File: src/rtl/collision_scheduler_pkg.sv
// Shared constants and state encoding for the per-frame collision scheduler.
package collision_scheduler_pkg;

   localparam int DEF_NUM_WALLS = 4;
   localparam int DEF_X_W       = 9;
   localparam int DEF_Y_W       = 8;
   localparam int DEF_WALL_W    = 20;
   localparam int DEF_FLOOR_Y   = 230;

   // hit_index when the scan found nothing; the boundary index equals NUM_WALLS
   localparam int NO_HIT_INDEX  = 0;

   typedef enum logic [1:0] {
      ST_IDLE   = 2'd0,
      ST_SCAN   = 2'd1,
      ST_DRAIN  = 2'd2,
      ST_REPORT = 2'd3
   } state_t;

   function automatic int boundary_index(input int num_walls);
      return num_walls;
   endfunction

endpackage

File: src/rtl/collision_scheduler_if.sv
// Bird/wall inputs and scan results exchanged between the game core and the scheduler.
interface collision_scheduler_if #(
   parameter int NUM_WALLS = 4,
   parameter int X_W       = 9,
   parameter int Y_W       = 8
);
   localparam int IDX_W = $clog2(NUM_WALLS + 1);

   logic                     frame_tick;
   logic                     restart;
   logic [X_W-1:0]           bird_xleft;
   logic [X_W-1:0]           bird_xright;
   logic [Y_W-1:0]           bird_ytop;
   logic [Y_W-1:0]           bird_ybottom;
   logic [NUM_WALLS*X_W-1:0] wall_xleft;
   logic [NUM_WALLS*Y_W-1:0] wall_gap_top;
   logic [NUM_WALLS*Y_W-1:0] wall_gap_bot;
   logic [NUM_WALLS-1:0]     wall_valid;
   logic                     busy;
   logic                     done;
   logic                     hit;
   logic [IDX_W-1:0]         hit_index;
   logic                     game_over;
   logic                     overrun;

   modport master (
      output frame_tick, restart, bird_xleft, bird_xright, bird_ytop, bird_ybottom,
             wall_xleft, wall_gap_top, wall_gap_bot, wall_valid,
      input  busy, done, hit, hit_index, game_over, overrun
   );

   modport slave (
      input  frame_tick, restart, bird_xleft, bird_xright, bird_ytop, bird_ybottom,
             wall_xleft, wall_gap_top, wall_gap_bot, wall_valid,
      output busy, done, hit, hit_index, game_over, overrun
   );
endinterface

File: src/rtl/collision_scheduler_overlap.sv
// Combinational box-vs-wall test: bird overlaps the wall columns and lies outside the gap.
module wall_overlap_check #(
   parameter int X_W    = 9,
   parameter int Y_W    = 8,
   parameter int WALL_W = 20
) (
   input  logic [X_W-1:0] i_bird_xleft,
   input  logic [X_W-1:0] i_bird_xright,
   input  logic [Y_W-1:0] i_bird_ytop,
   input  logic [Y_W-1:0] i_bird_ybottom,
   input  logic [X_W-1:0] i_wall_xleft,
   input  logic [Y_W-1:0] i_gap_top,
   input  logic [Y_W-1:0] i_gap_bot,
   output logic           o_overlap
);
   // One extra bit so the right wall edge near the screen end cannot wrap
   logic [X_W:0] w_wall_xright;
   logic         w_x_overlap;
   logic         w_y_outside;

   assign w_wall_xright = {1'b0, i_wall_xleft} + (X_W+1)'(WALL_W - 1);
   assign w_x_overlap   = ({1'b0, i_bird_xright} >= {1'b0, i_wall_xleft}) &&
                          ({1'b0, i_bird_xleft} <= w_wall_xright);
   assign w_y_outside   = (i_bird_ytop <= i_gap_top) || (i_bird_ybottom >= i_gap_bot);
   assign o_overlap     = w_x_overlap && w_y_outside;
endmodule

File: src/rtl/collision_scheduler.sv
// Per-frame collision sequencer: snapshot, one-wall-per-cycle scan, first-hit report, sticky game_over.
module collision_scheduler
   import collision_scheduler_pkg::*;
#(
   parameter int NUM_WALLS = DEF_NUM_WALLS,
   parameter int X_W       = DEF_X_W,
   parameter int Y_W       = DEF_Y_W,
   parameter int WALL_W    = DEF_WALL_W,
   parameter int FLOOR_Y   = DEF_FLOOR_Y
) (
   input  logic                  clk,
   input  logic                  reset,
   collision_scheduler_if.slave  bus
);
   localparam int               IDX_W        = $clog2(NUM_WALLS + 1);
   localparam logic [IDX_W-1:0] LAST_IDX     = IDX_W'(NUM_WALLS - 1);
   localparam logic [IDX_W-1:0] BOUNDARY_IDX = IDX_W'(boundary_index(NUM_WALLS));
   localparam logic [IDX_W-1:0] NO_HIT_IDX   = IDX_W'(NO_HIT_INDEX);

   state_t               r_state;
   logic [IDX_W-1:0]     r_idx;
   logic [X_W-1:0]       r_bird_xl;
   logic [X_W-1:0]       r_bird_xr;
   logic [Y_W-1:0]       r_bird_yt;
   logic [Y_W-1:0]       r_bird_yb;
   logic [X_W-1:0]       r_wall_xl  [NUM_WALLS];
   logic [Y_W-1:0]       r_gap_top  [NUM_WALLS];
   logic [Y_W-1:0]       r_gap_bot  [NUM_WALLS];
   logic [NUM_WALLS-1:0] r_wall_valid;
   logic                 r_stage_valid;
   logic                 r_stage_hit;
   logic [IDX_W-1:0]     r_stage_idx;
   logic                 r_acc_hit;
   logic [IDX_W-1:0]     r_acc_idx;
   logic                 r_busy;
   logic                 r_done;
   logic                 r_hit;
   logic [IDX_W-1:0]     r_hit_index;
   logic                 r_game_over;
   logic                 r_overrun;

   logic [X_W-1:0]       w_sel_xl;
   logic [Y_W-1:0]       w_sel_gap_top;
   logic [Y_W-1:0]       w_sel_gap_bot;
   logic                 w_sel_valid;
   logic                 w_overlap;
   logic                 w_boundary;
   logic                 w_report_hit;

   // Route the snapshot of wall r_idx to the single shared comparator
   always_comb begin
      w_sel_xl      = '0;
      w_sel_gap_top = '0;
      w_sel_gap_bot = '0;
      w_sel_valid   = 1'b0;
      for (int i = 0; i < NUM_WALLS; i++) begin
         w_sel_xl      = (r_idx == IDX_W'(i)) ? r_wall_xl[i]    : w_sel_xl;
         w_sel_gap_top = (r_idx == IDX_W'(i)) ? r_gap_top[i]    : w_sel_gap_top;
         w_sel_gap_bot = (r_idx == IDX_W'(i)) ? r_gap_bot[i]    : w_sel_gap_bot;
         w_sel_valid   = (r_idx == IDX_W'(i)) ? r_wall_valid[i] : w_sel_valid;
      end
   end

   wall_overlap_check #(
      .X_W    (X_W),
      .Y_W    (Y_W),
      .WALL_W (WALL_W)
   ) u_overlap (
      .i_bird_xleft   (r_bird_xl),
      .i_bird_xright  (r_bird_xr),
      .i_bird_ytop    (r_bird_yt),
      .i_bird_ybottom (r_bird_yb),
      .i_wall_xleft   (w_sel_xl),
      .i_gap_top      (w_sel_gap_top),
      .i_gap_bot      (w_sel_gap_bot),
      .o_overlap      (w_overlap)
   );

   assign w_boundary   = (r_bird_yt == '0) || (r_bird_yb >= Y_W'(FLOOR_Y));
   assign w_report_hit = r_acc_hit || w_boundary;

   // Scan FSM with snapshot, stage, accumulator and registered outputs
   always_ff @(posedge clk or posedge reset) begin
      if (reset) begin
         r_state       <= ST_IDLE;
         r_idx         <= '0;
         r_bird_xl     <= '0;
         r_bird_xr     <= '0;
         r_bird_yt     <= '0;
         r_bird_yb     <= '0;
         for (int i = 0; i < NUM_WALLS; i++) begin
            r_wall_xl[i] <= '0;
            r_gap_top[i] <= '0;
            r_gap_bot[i] <= '0;
         end
         r_wall_valid  <= '0;
         r_stage_valid <= 1'b0;
         r_stage_hit   <= 1'b0;
         r_stage_idx   <= '0;
         r_acc_hit     <= 1'b0;
         r_acc_idx     <= '0;
         r_busy        <= 1'b0;
         r_done        <= 1'b0;
         r_hit         <= 1'b0;
         r_hit_index   <= '0;
         r_game_over   <= 1'b0;
         r_overrun     <= 1'b0;
      end else if (bus.restart) begin
         // Abort: pending result is dropped, previous hit/hit_index are kept
         r_state       <= ST_IDLE;
         r_busy        <= 1'b0;
         r_done        <= 1'b0;
         r_overrun     <= 1'b0;
         r_game_over   <= 1'b0;
         r_stage_valid <= 1'b0;
      end else begin
         r_done    <= 1'b0;
         r_overrun <= bus.frame_tick && (r_state != ST_IDLE);

         // Walls arrive in ascending order, so the first hit folded is the lowest index
         if (r_stage_valid && r_stage_hit && !r_acc_hit) begin
            r_acc_hit <= 1'b1;
            r_acc_idx <= r_stage_idx;
         end else begin
            r_acc_hit <= r_acc_hit;
         end

         case (r_state)
            ST_IDLE: begin
               if (bus.frame_tick) begin
                  r_bird_xl <= bus.bird_xleft;
                  r_bird_xr <= bus.bird_xright;
                  r_bird_yt <= bus.bird_ytop;
                  r_bird_yb <= bus.bird_ybottom;
                  for (int i = 0; i < NUM_WALLS; i++) begin
                     r_wall_xl[i] <= bus.wall_xleft[i*X_W +: X_W];
                     r_gap_top[i] <= bus.wall_gap_top[i*Y_W +: Y_W];
                     r_gap_bot[i] <= bus.wall_gap_bot[i*Y_W +: Y_W];
                  end
                  r_wall_valid  <= bus.wall_valid;
                  r_acc_hit     <= 1'b0;
                  r_acc_idx     <= '0;
                  r_idx         <= '0;
                  r_stage_valid <= 1'b0;
                  r_busy        <= 1'b1;
                  r_state       <= ST_SCAN;
               end else begin
                  r_state <= ST_IDLE;
               end
            end
            ST_SCAN: begin
               r_stage_valid <= 1'b1;
               r_stage_hit   <= w_sel_valid && w_overlap;
               r_stage_idx   <= r_idx;
               r_idx         <= r_idx + IDX_W'(1);
               if (r_idx == LAST_IDX) begin
                  r_state <= ST_DRAIN;
               end else begin
                  r_state <= ST_SCAN;
               end
            end
            ST_DRAIN: begin
               r_stage_valid <= 1'b0;
               r_state       <= ST_REPORT;
            end
            ST_REPORT: begin
               r_done      <= 1'b1;
               r_hit       <= w_report_hit;
               r_hit_index <= r_acc_hit ? r_acc_idx : (w_boundary ? BOUNDARY_IDX : NO_HIT_IDX);
               r_game_over <= r_game_over || w_report_hit;
               r_busy      <= 1'b0;
               r_state     <= ST_IDLE;
            end
            default: begin
               r_busy  <= 1'b0;
               r_state <= ST_IDLE;
            end
         endcase
      end
   end

   assign bus.busy      = r_busy;
   assign bus.done      = r_done;
   assign bus.hit       = r_hit;
   assign bus.hit_index = r_hit_index;
   assign bus.game_over = r_game_over;
   assign bus.overrun   = r_overrun;
endmodule
File: src/flat_wrapper.sv
// flat-port wrapper written by rule: the top's interface ports become plain ports
module collision_scheduler_flat import collision_scheduler_pkg::*;
#(
   parameter int NUM_WALLS = DEF_NUM_WALLS,
   parameter int X_W       = DEF_X_W,
   parameter int Y_W       = DEF_Y_W,
   parameter int WALL_W    = DEF_WALL_W,
   parameter int FLOOR_Y   = DEF_FLOOR_Y
)
  (clk, reset, bus_frame_tick, bus_restart, bus_bird_xleft, bus_bird_xright, bus_bird_ytop, bus_bird_ybottom, bus_wall_xleft, bus_wall_gap_top, bus_wall_gap_bot, bus_wall_valid, bus_busy, bus_done, bus_hit, bus_hit_index, bus_game_over, bus_overrun);
  collision_scheduler_if #(.NUM_WALLS(NUM_WALLS), .X_W(X_W), .Y_W(Y_W)) bus_i ();
  input  logic clk;
  input  logic reset;
  input wire logic [$bits(bus_i.frame_tick)-1:0] bus_frame_tick;
  input wire logic [$bits(bus_i.restart)-1:0] bus_restart;
  input wire logic [$bits(bus_i.bird_xleft)-1:0] bus_bird_xleft;
  input wire logic [$bits(bus_i.bird_xright)-1:0] bus_bird_xright;
  input wire logic [$bits(bus_i.bird_ytop)-1:0] bus_bird_ytop;
  input wire logic [$bits(bus_i.bird_ybottom)-1:0] bus_bird_ybottom;
  input wire logic [$bits(bus_i.wall_xleft)-1:0] bus_wall_xleft;
  input wire logic [$bits(bus_i.wall_gap_top)-1:0] bus_wall_gap_top;
  input wire logic [$bits(bus_i.wall_gap_bot)-1:0] bus_wall_gap_bot;
  input wire logic [$bits(bus_i.wall_valid)-1:0] bus_wall_valid;
  output wire logic [$bits(bus_i.busy)-1:0] bus_busy;
  output wire logic [$bits(bus_i.done)-1:0] bus_done;
  output wire logic [$bits(bus_i.hit)-1:0] bus_hit;
  output wire logic [$bits(bus_i.hit_index)-1:0] bus_hit_index;
  output wire logic [$bits(bus_i.game_over)-1:0] bus_game_over;
  output wire logic [$bits(bus_i.overrun)-1:0] bus_overrun;
  assign bus_i.frame_tick = bus_frame_tick;
  assign bus_i.restart = bus_restart;
  assign bus_i.bird_xleft = bus_bird_xleft;
  assign bus_i.bird_xright = bus_bird_xright;
  assign bus_i.bird_ytop = bus_bird_ytop;
  assign bus_i.bird_ybottom = bus_bird_ybottom;
  assign bus_i.wall_xleft = bus_wall_xleft;
  assign bus_i.wall_gap_top = bus_wall_gap_top;
  assign bus_i.wall_gap_bot = bus_wall_gap_bot;
  assign bus_i.wall_valid = bus_wall_valid;
  assign bus_busy = bus_i.busy;
  assign bus_done = bus_i.done;
  assign bus_hit = bus_i.hit;
  assign bus_hit_index = bus_i.hit_index;
  assign bus_game_over = bus_i.game_over;
  assign bus_overrun = bus_i.overrun;
  collision_scheduler #(.NUM_WALLS(NUM_WALLS), .X_W(X_W), .Y_W(Y_W), .WALL_W(WALL_W), .FLOOR_Y(FLOOR_Y)) u_core (.clk(clk), .reset(reset), .bus(bus_i));
endmodule
File: config.mk
export PLATFORM = sky130hd
export DESIGN_NAME = collision_scheduler_flat
export DESIGN_NICKNAME = d
export VERILOG_FILES = /design/src/rtl/collision_scheduler_pkg.sv /design/src/rtl/collision_scheduler_if.sv /design/src/rtl/collision_scheduler_overlap.sv /design/src/rtl/collision_scheduler.sv /design/src/flat_wrapper.sv
export SDC_FILE = /design/constraint.sdc
export NUM_CORES = 1
export LEC_CHECK = 0
export ABC_CLOCK_PERIOD_IN_PS = 7350
export CORE_UTILIZATION = 52
export DETAILED_ROUTE_END_ITERATION = 10
export PLACE_DENSITY_LB_ADDON = 0.15
export SLEW_MARGIN = 25
export SYNTH_ARGS = -nofsm -noshare
export SYNTH_HDL_FRONTEND = slang
export SYNTH_SLANG_ARGS = --single-unit
File: constraint.sdc
create_clock -name clk -period 7.35 [get_ports clk]
set_input_delay 1.47 -clock clk [delete_from_list [all_inputs] [get_ports clk]]
set_output_delay 1.47 -clock clk [all_outputs]
set_load 0.01 [all_outputs]
==> results of run 1 <==
==> flip-flops by register name, summed over array words and instances (netlist names), 2 cells and up <==
signal and cells:
u_core.r_bird_yb 8, u_core.r_bird_xl 9, u_core.r_wall_xl 36, u_core.r_wall_valid 4, u_core.bus.hit_index 3, u_core.r_state 2
u_core.r_stage_idx 3, u_core.r_bird_yt 8, u_core.r_bird_xr 9, u_core.r_gap_top 32, u_core.r_acc_idx 3, u_core.r_idx 3
u_core.r_gap_bot 32
==> cell type report <==
| cell class | count | share of cell area, % |
|---|---|---|
| multi-input combinational | 676 | 35.9 |
| clock inverter | 10 | 1.14 |
| timing repair buffer | 156 | 15.6 |
| clock buffer | 21 | 4.49 |
| inverter | 15 | 0.612 |
| tap | 184 | 2.30 |
| sequential | 160 | 40.0 |
==> synth_stat cells, types with 4 or more instances <==
| library cell | number |
|---|---|
| sky130_fd_sc_hd__nand2_1 | 436 |
| sky130_fd_sc_hd__dfrtp_1 | 160 |
| sky130_fd_sc_hd__ha_1 | 43 |
| sky130_fd_sc_hd__clkbuf_1 | 39 |
| sky130_fd_sc_hd__a22oi_1 | 29 |
| sky130_fd_sc_hd__o21ai_0 | 28 |
| sky130_fd_sc_hd__nor2_1 | 17 |
| sky130_fd_sc_hd__a21oi_1 | 16 |
| sky130_fd_sc_hd__inv_1 | 15 |
| sky130_fd_sc_hd__nand2b_1 | 12 |
| sky130_fd_sc_hd__a221o_1 | 8 |
| sky130_fd_sc_hd__nand3_1 | 8 |
| sky130_fd_sc_hd__a32oi_2 | 6 |
| sky130_fd_sc_hd__mux2i_1 | 5 |
| sky130_fd_sc_hd__nor2b_1 | 5 |
| sky130_fd_sc_hd__a21o_1 | 4 |
| sky130_fd_sc_hd__nor4_1 | 4 |
==> placed cells by master, fill, tap and decap left out, types with 5 or more instances in the layout <==
| master | count |
|---|---|
| sky130_fd_sc_hd__clkdlybuf4s50_1 | 149 |
| sky130_fd_sc_hd__buf_4 | 5 |
| sky130_fd_sc_hd__a21oi_1 | 16 |
| sky130_fd_sc_hd__a22oi_1 | 29 |
| sky130_fd_sc_hd__nor2b_1 | 5 |
| sky130_fd_sc_hd__inv_1 | 14 |
| sky130_fd_sc_hd__a221o_1 | 8 |
| sky130_fd_sc_hd__nand3_1 | 7 |
| sky130_fd_sc_hd__mux2i_1 | 5 |
| sky130_fd_sc_hd__nor2_1 | 17 |
| sky130_fd_sc_hd__nand2b_1 | 12 |
| sky130_fd_sc_hd__dfrtp_1 | 160 |
| sky130_fd_sc_hd__ha_1 | 42 |
| sky130_fd_sc_hd__clkbuf_16 | 17 |
| sky130_fd_sc_hd__nand2_1 | 436 |
| sky130_fd_sc_hd__o21ai_0 | 28 |
| sky130_fd_sc_hd__a32oi_2 | 6 |
==> worst min path at each step <==
stage / endpoint / from
4_1_cts: u_core.r_wall_xl[17] / u_core.r_wall_xl[17]
3_3_place_gp: u_core.r_wall_xl[35] / u_core.r_wall_xl[35]
5_1_grt: u_core.r_wall_xl[17] / u_core.r_wall_xl[17]
3_5_place_dp: u_core.r_wall_xl[17] / u_core.r_wall_xl[17]
6_report: u_core.r_wall_xl[17] / u_core.r_wall_xl[17]
2_1_floorplan: u_core.r_wall_xl[10] / u_core.r_wall_xl[10]
==> metal layers <==
layer | vias up | track usage [%] | share of wire, %
met5 | - | 0 | 0
met4 | 0 | 7.32 | 1.2
met3 | 23 | 5.88 | 5.5
met2 | 183 | 39.8 | 45
met1 | 3075 | 38.0 | 48
li1 | 3208 | - | -
==> critical path: stages (launching register included) <==
cell and delay (ns):
sky130_fd_sc_hd__dfrtp_1 0.43, sky130_fd_sc_hd__inv_1 0.09, sky130_fd_sc_hd__ha_1 0.18, sky130_fd_sc_hd__buf_4 0.26, sky130_fd_sc_hd__nor2b_4 0.60, sky130_fd_sc_hd__a221o_1 0.29
sky130_fd_sc_hd__a32oi_2 0.24, sky130_fd_sc_hd__ha_1 0.34, sky130_fd_sc_hd__o31a_1 0.33, sky130_fd_sc_hd__nor3_1 0.21, sky130_fd_sc_hd__xor2_1 0.19, sky130_fd_sc_hd__ha_1 0.26
sky130_fd_sc_hd__and3_1 0.17, sky130_fd_sc_hd__nand3_1 0.08, sky130_fd_sc_hd__o22ai_1 0.07, sky130_fd_sc_hd__o211ai_1 0.16, sky130_fd_sc_hd__nand3_1 0.09
==> per-stage QoR <==
stage	hold WS [ns]	cells	power, mW
final	0.468	1222	2.61
after global routing	0.489	1222	2.78
after CTS	0.468	1221	2.63
after detailed placement	0.454	1190	1.77
after global placement	0.452	1190	1.76
after floorplan	0.437	898	1.55
==> where the power goes <==
part           total, mW  internal (mW)  switching [mW]
clock network      0.846          0.506           0.340
logic              0.674          0.307           0.367
registers           1.09           1.01          0.0828
==> cell families (layout without fill, tap and decap cells) <==
logic type	after synthesis	count (layout)	synth area share (%)
flops	160	160	51.0
fa+ha+maj	43	43	6.86
mux	8	8	1.07
simple gates	497	497	25.2
compound gates	122	122	11.7
buf+inv	62	202	3.40
xor+xnor	6	6	0.670
==> flow_metrics.tcl, run 1 <==
set metrics [dict create \
    status "finished with violations" \
    failed_checks "DRC" \
    hold_path_stages 2 \
    total_leakage_power_nw 4.91 \
    cts.repair.resized 0 \
    die_width_um 125 \
    nets 1211 \
    worst_setup_hold_path_clk_slew_ns 0.06 \
    via_per_inst 5.31 \
    multiInputGateArea_um2 3590 \
    drt_iter0_drc 479 \
    syn_area_cell_um2 8.74 \
    pin_count 150 \
    place.detailed.hpwl_mm 12.6 \
    crit_arrival_ns 4.41 \
    fp.dieArea_um2 15600 \
    cts-hold-fix-buffers 0 \
    overall_routed_net_length_mm 18.9 \
    final_core_utilization_pct 68.4 \
    num_antenna_cells 0 \
    post-cts-setup-buffer-count 0 \
    fillCellCount 1232 \
    tns_ns 0 \
    design.core.area_um2 14600 \
    worst_slack_ns 3.24 \
    critical_path.startpoint "u_core.r_idx[1]" \
    tritoncts "done" \
    timing_worst_slew_pin_value_ns 0.806 \
    antenna_found_initial 0 \
    num_rows 44 \
    startpoint_of_the_worst_register_to_register_path "u_core.r_idx[1]" \
    num_vias 6489 \
    postLayoutCellArea_um2 10000 \
    wire_length_of_the_first_global_routing_pass_mm 32.0 \
    endpoint "u_core.r_stage_hit" \
    r2r.worst_path.cells 16 \
    postSynth.topFlopCell "sky130_fd_sc_hd__dfrtp_1" \
    final_max_tran_viols 0 \
    post_synth_inst_count 898 \
    synth_enable_flop_cells 0 \
    skew_ns 0.00808 \
    hold_path.class "reg -> reg" \
    dp_worst_setup_slack_ns 3.30 \
    worstPathRequired_ns 7.65 \
    period_minus_slack_ns 4.11 \
    detail_route.drc_violations 12 \
    postSynth.asyncResetShare_pct 100 \
    postSynthNetCount 1083 \
    cts.sinks 160 \
    ys.warnings.count 0 \
    synth_top_area_share_pct 51.0 \
    grt_pass1_vias 6475 \
    placement.cell_area_um2 9430 \
    period_share_pct 55.9 \
    r2r_setup_slack_ns 3.24 \
    timing.final.hold_violations 0 \
    startpoint_type "register" \
    grt_setup_unrepaired "no" \
    fmax_ghz 0.243 \
    top_post_synthesis_cells_by_area "sky130_fd_sc_hd__dfrtp_1 (51%), sky130_fd_sc_hd__nand2_1 (21%), sky130_fd_sc_hd__ha_1 (6.9%)" \
    globalRoute.totalOverflow 0 \
    drv.max_cap_violation_count 0 \
    layout_cells_sized_above_1_pct 5.39 \
    crit_path_kind "reg -> reg" \
    cts-root-to-sink-buffers 2 \
    leading_area_contributor_after_synthesis "sky130_fd_sc_hd__dfrtp_1" \
    worst_skew_pair.late_latency_ns 0.42 \
    detail-route-antenna-nets 0 \
    number_of_setup_violations_in_the_final_report 0 \
    ir_drop_uv 171 \
    gp_routability_congestion 0.853 \
    floorplan.initialDensity_pct 53.6 \
    floorplan.die.height_um 125 \
    cell_variety_after_synth 52 \
    grt_start_max_net_pins 107 \
    clockRootBuffer "sky130_fd_sc_hd__clkbuf_16" \
    seq_area_frac_synth_pct 51.0 \
    grt_use_total_pct 26.3 \
    firstDrtPassIters 8 \
    register_area_um2 4000 \
    cts_buffers 17 \
    synth.cell_area_um2 7850 \
    wl_per_cell_um 15.5 \
    synth-seq-cells 160 \
    timing.rr.end "u_core.r_stage_hit" \
    number_of_port_buffers 149 \
    power.density_nw_per_um2 261 \
    syn_to_final_growth_pct 27.8 \
    slew-limit-headroom_pct 46.3 \
    end_kind "register" \
    critical_path.max_fanout 30 \
    cts_max_level 4 \
]
Note: power is estimated with default switching activity, not from simulation.
==> run 2, diff against run 1 <==
Settings changed: ABC_CLOCK_PERIOD_IN_PS 7350 to 3300, CORE_UTILIZATION 52 to 47.
Clock period 7.35 ns to 3.3 ns, I/O delays scaled along.
==> flow_metrics.tcl, run 2 (synthesis gave the netlist of run 1 again) <==
set metrics [dict create \
    wire_length_of_the_first_global_routing_pass_mm 32.5 \
    timing_worst_slew_pin_value_ns 0.589 \
    critical_path.startpoint "u_core.r_idx[0]" \
    largestRegisters "u_core.r_wall_xl: 36 flops, u_core.r_gap_bot: 32 flops, u_core.r_gap_top: 32 flops" \
    detail_route.drc_violations 0 \
    nets 1244 \
    num_vias 6606 \
    num_rows 46 \
    critical_path.cell_chain "inv_2, buf_4, ha_4, a221o_1, a32oi_2, ha_2, o31a_1, nor2_1, xor2_1, ha_1, nand4_1, a21oi_2, nor3_1, o211ai_1, nand3_1" \
    period_minus_slack_ns 3.17 \
    instances_no_fill 1286 \
    register_area_um2 4010 \
    numPlacedInstances 1244 \
    period_share_pct 96.1 \
    cts-hold-fix-buffers 0 \
    crit_path_kind "reg -> reg" \
    mostFrequentLayoutCell "sky130_fd_sc_hd__nand2_1" \
    die_width_um 131 \
    drv.max_cap_violation_count 0 \
    r2r_setup_slack_ns 0.13 \
    status "finished clean" \
    timing.critical_path.slowest_stage_cell "sky130_fd_sc_hd__dfrtp_2" \
    tritoncts "done" \
    via_per_inst 5.14 \
    startpoint_of_the_worst_register_to_register_path "u_core.r_idx[0]" \
    flip_flop_count_of_the_largest_register_all_copies_and_words_added 36 \
    drt_iter0_drc 444 \
    fillCellCount 1345 \
    fmax_ghz 0.315 \
    worst_path_largest_cell_delay_ns 0.43 \
    layout_cells_sized_above_1_pct 9.63 \
    overall_routed_net_length_mm 19.9 \
    dp_worst_setup_slack_ns 0.141 \
    firstDrtPassIters 5 \
    skew_ns 0.0100 \
    slew-limit-headroom_pct 60.4 \
    worst_slack_ns 0.128 \
    grt_start_max_net_pins 86 \
    pin_count 150 \
    gp_routability_congestion 0.840 \
    detail-route-antenna-nets 0 \
    multiInputGateArea_um2 3660 \
    final_core_utilization_pct 65.0 \
    wl_per_cell_um 15.4 \
    endpoint "u_core.r_stage_hit" \
    num_antenna_cells 0 \
    clockRootBuffer "sky130_fd_sc_hd__clkbuf_16" \
    grt_pass1_vias 6379 \
    ir_drop_uv 442 \
    end_kind "register" \
    power.density_nw_per_um2 587 \
    worstPathRequired_ns 3.59 \
    floorplan.initialDensity_pct 48.7 \
    mostFrequentLayoutCells "sky130_fd_sc_hd__nand2_1 (436), sky130_fd_sc_hd__dfrtp_1 (158), sky130_fd_sc_hd__clkdlybuf4s50_1 (149)" \
    globalRoute.totalOverflow 0 \
    syn_to_final_growth_pct 33.4 \
    place.detailed.hpwl_mm 14.2 \
    post-layout-total-power_mw 6.14 \
    number_of_setup_violations_in_the_final_report 0 \
    startpoint_type "register" \
    r2r.worst_path.cells 15 \
    design.core.area_um2 16100 \
    worst_setup_hold_path_clk_slew_ns 0.06 \
    timing.rr.end "u_core.r_stage_hit" \
    grt_use_total_pct 23.8 \
    total_leakage_power_nw 5.11 \
    cts_buffers 17 \
    worst_skew_pair.late_latency_ns 0.42 \
    cts_max_level 4 \
    antenna_found_initial 0 \
    critical_path.max_fanout 16 \
    hold_path.class "reg -> reg" \
    fp.dieArea_um2 17200 \
    final_max_tran_viols 0 \
    crit_arrival_ns 3.46 \
    top_register "u_core.r_wall_xl" \
    cts-root-to-sink-buffers 2 \
    floorplan.die.height_um 131 \
    cts.sinks 160 \
    number_of_port_buffers 149 \
    timing.final.hold_violations 0 \
]
[run 2: cell types whose count changed in the layout (fill, tap and decap cells not counted), sizes merged]
| cell | delta |
|---|---|
| buf | +33 |
| bufinv | +1 |
| clkinvlp | +1 |
| clkinv | -2 |
| clkbuf | -1 |
[run 2: repair_timing]
action	CTS	global route
setup buffers	0	13
setup endpoints to repair	0	1
resized for setup	0	21
[run 2: area by class of cell]
cell class              instances  share of cell area (%)
well taps                     216                    2.58
multi-input cells             676                    35.0
flip-flops and latches        160                    38.3
clock inverters                10                    1.29
clock buffers                  20                    4.46
repair buffers                189                    17.9
inverters                      15                   0.574
[run 2: through the flow]
stage	setup TNS (ns)	cell area (um^2)	hold WS, ns
4_1_cts	0	10300	0.479
2_1_floorplan	0	7850	0.437
3_5_place_dp	0	9690	0.458
3_3_place_gp	0	9690	0.459
5_1_grt	-0.121	10500	0.490
6_report	0	10500	0.477
[run 2: worst min-delay path by stage]
| stage | startpoint | endpoint | slack (ns) | cells after the start |
|---|---|---|---|---|
| after floorplan | u_core.r_wall_xl[10] | u_core.r_wall_xl[10] | 0.44 | 2 |
| after global placement | u_core.r_gap_top[28] | u_core.r_gap_top[28] | 0.46 | 2 |
| after detailed placement | u_core.r_wall_xl[17] | u_core.r_wall_xl[17] | 0.46 | 2 |
| after CTS | u_core.r_gap_bot[6] | u_core.r_gap_bot[6] | 0.48 | 2 |
| after global routing | u_core.r_gap_bot[6] | u_core.r_gap_bot[6] | 0.49 | 2 |
| final | u_core.r_gap_top[9] | u_core.r_gap_top[9] | 0.48 | 2 |
[run 2: report_power, final]
group / switching [mW] / internal, mW / total, mW / leakage (nW)
Sequential: 0.219 / 2.26 / 2.47 / 2.01
Combinational: 0.845 / 0.820 / 1.67 / 2.80
Clock: 0.761 / 1.24 / 2.00 / 0.298
Total: 1.83 / 4.32 / 6.14 / 5.11
[run 2: worst max-delay path, delay by kind of cell (launching register included)]
kind	cells	cell delay, ns
AOI/OAI and AO/OA	5	1.09
adders and majority gates	3	0.76
DFF	1	0.43
and+or+nand+nor	4	0.38
buffers and inverters	2	0.21
xor gates and xnor gates	1	0.16
[run 2: per-layer routing]
layer | wire length [um] | GRT usage [%]
met1 | 9900 | 36.0
met2 | 8750 | 34.8
met3 | 1000 | 4.28
met4 | 212 | 6.27
met5 | 0 | 0
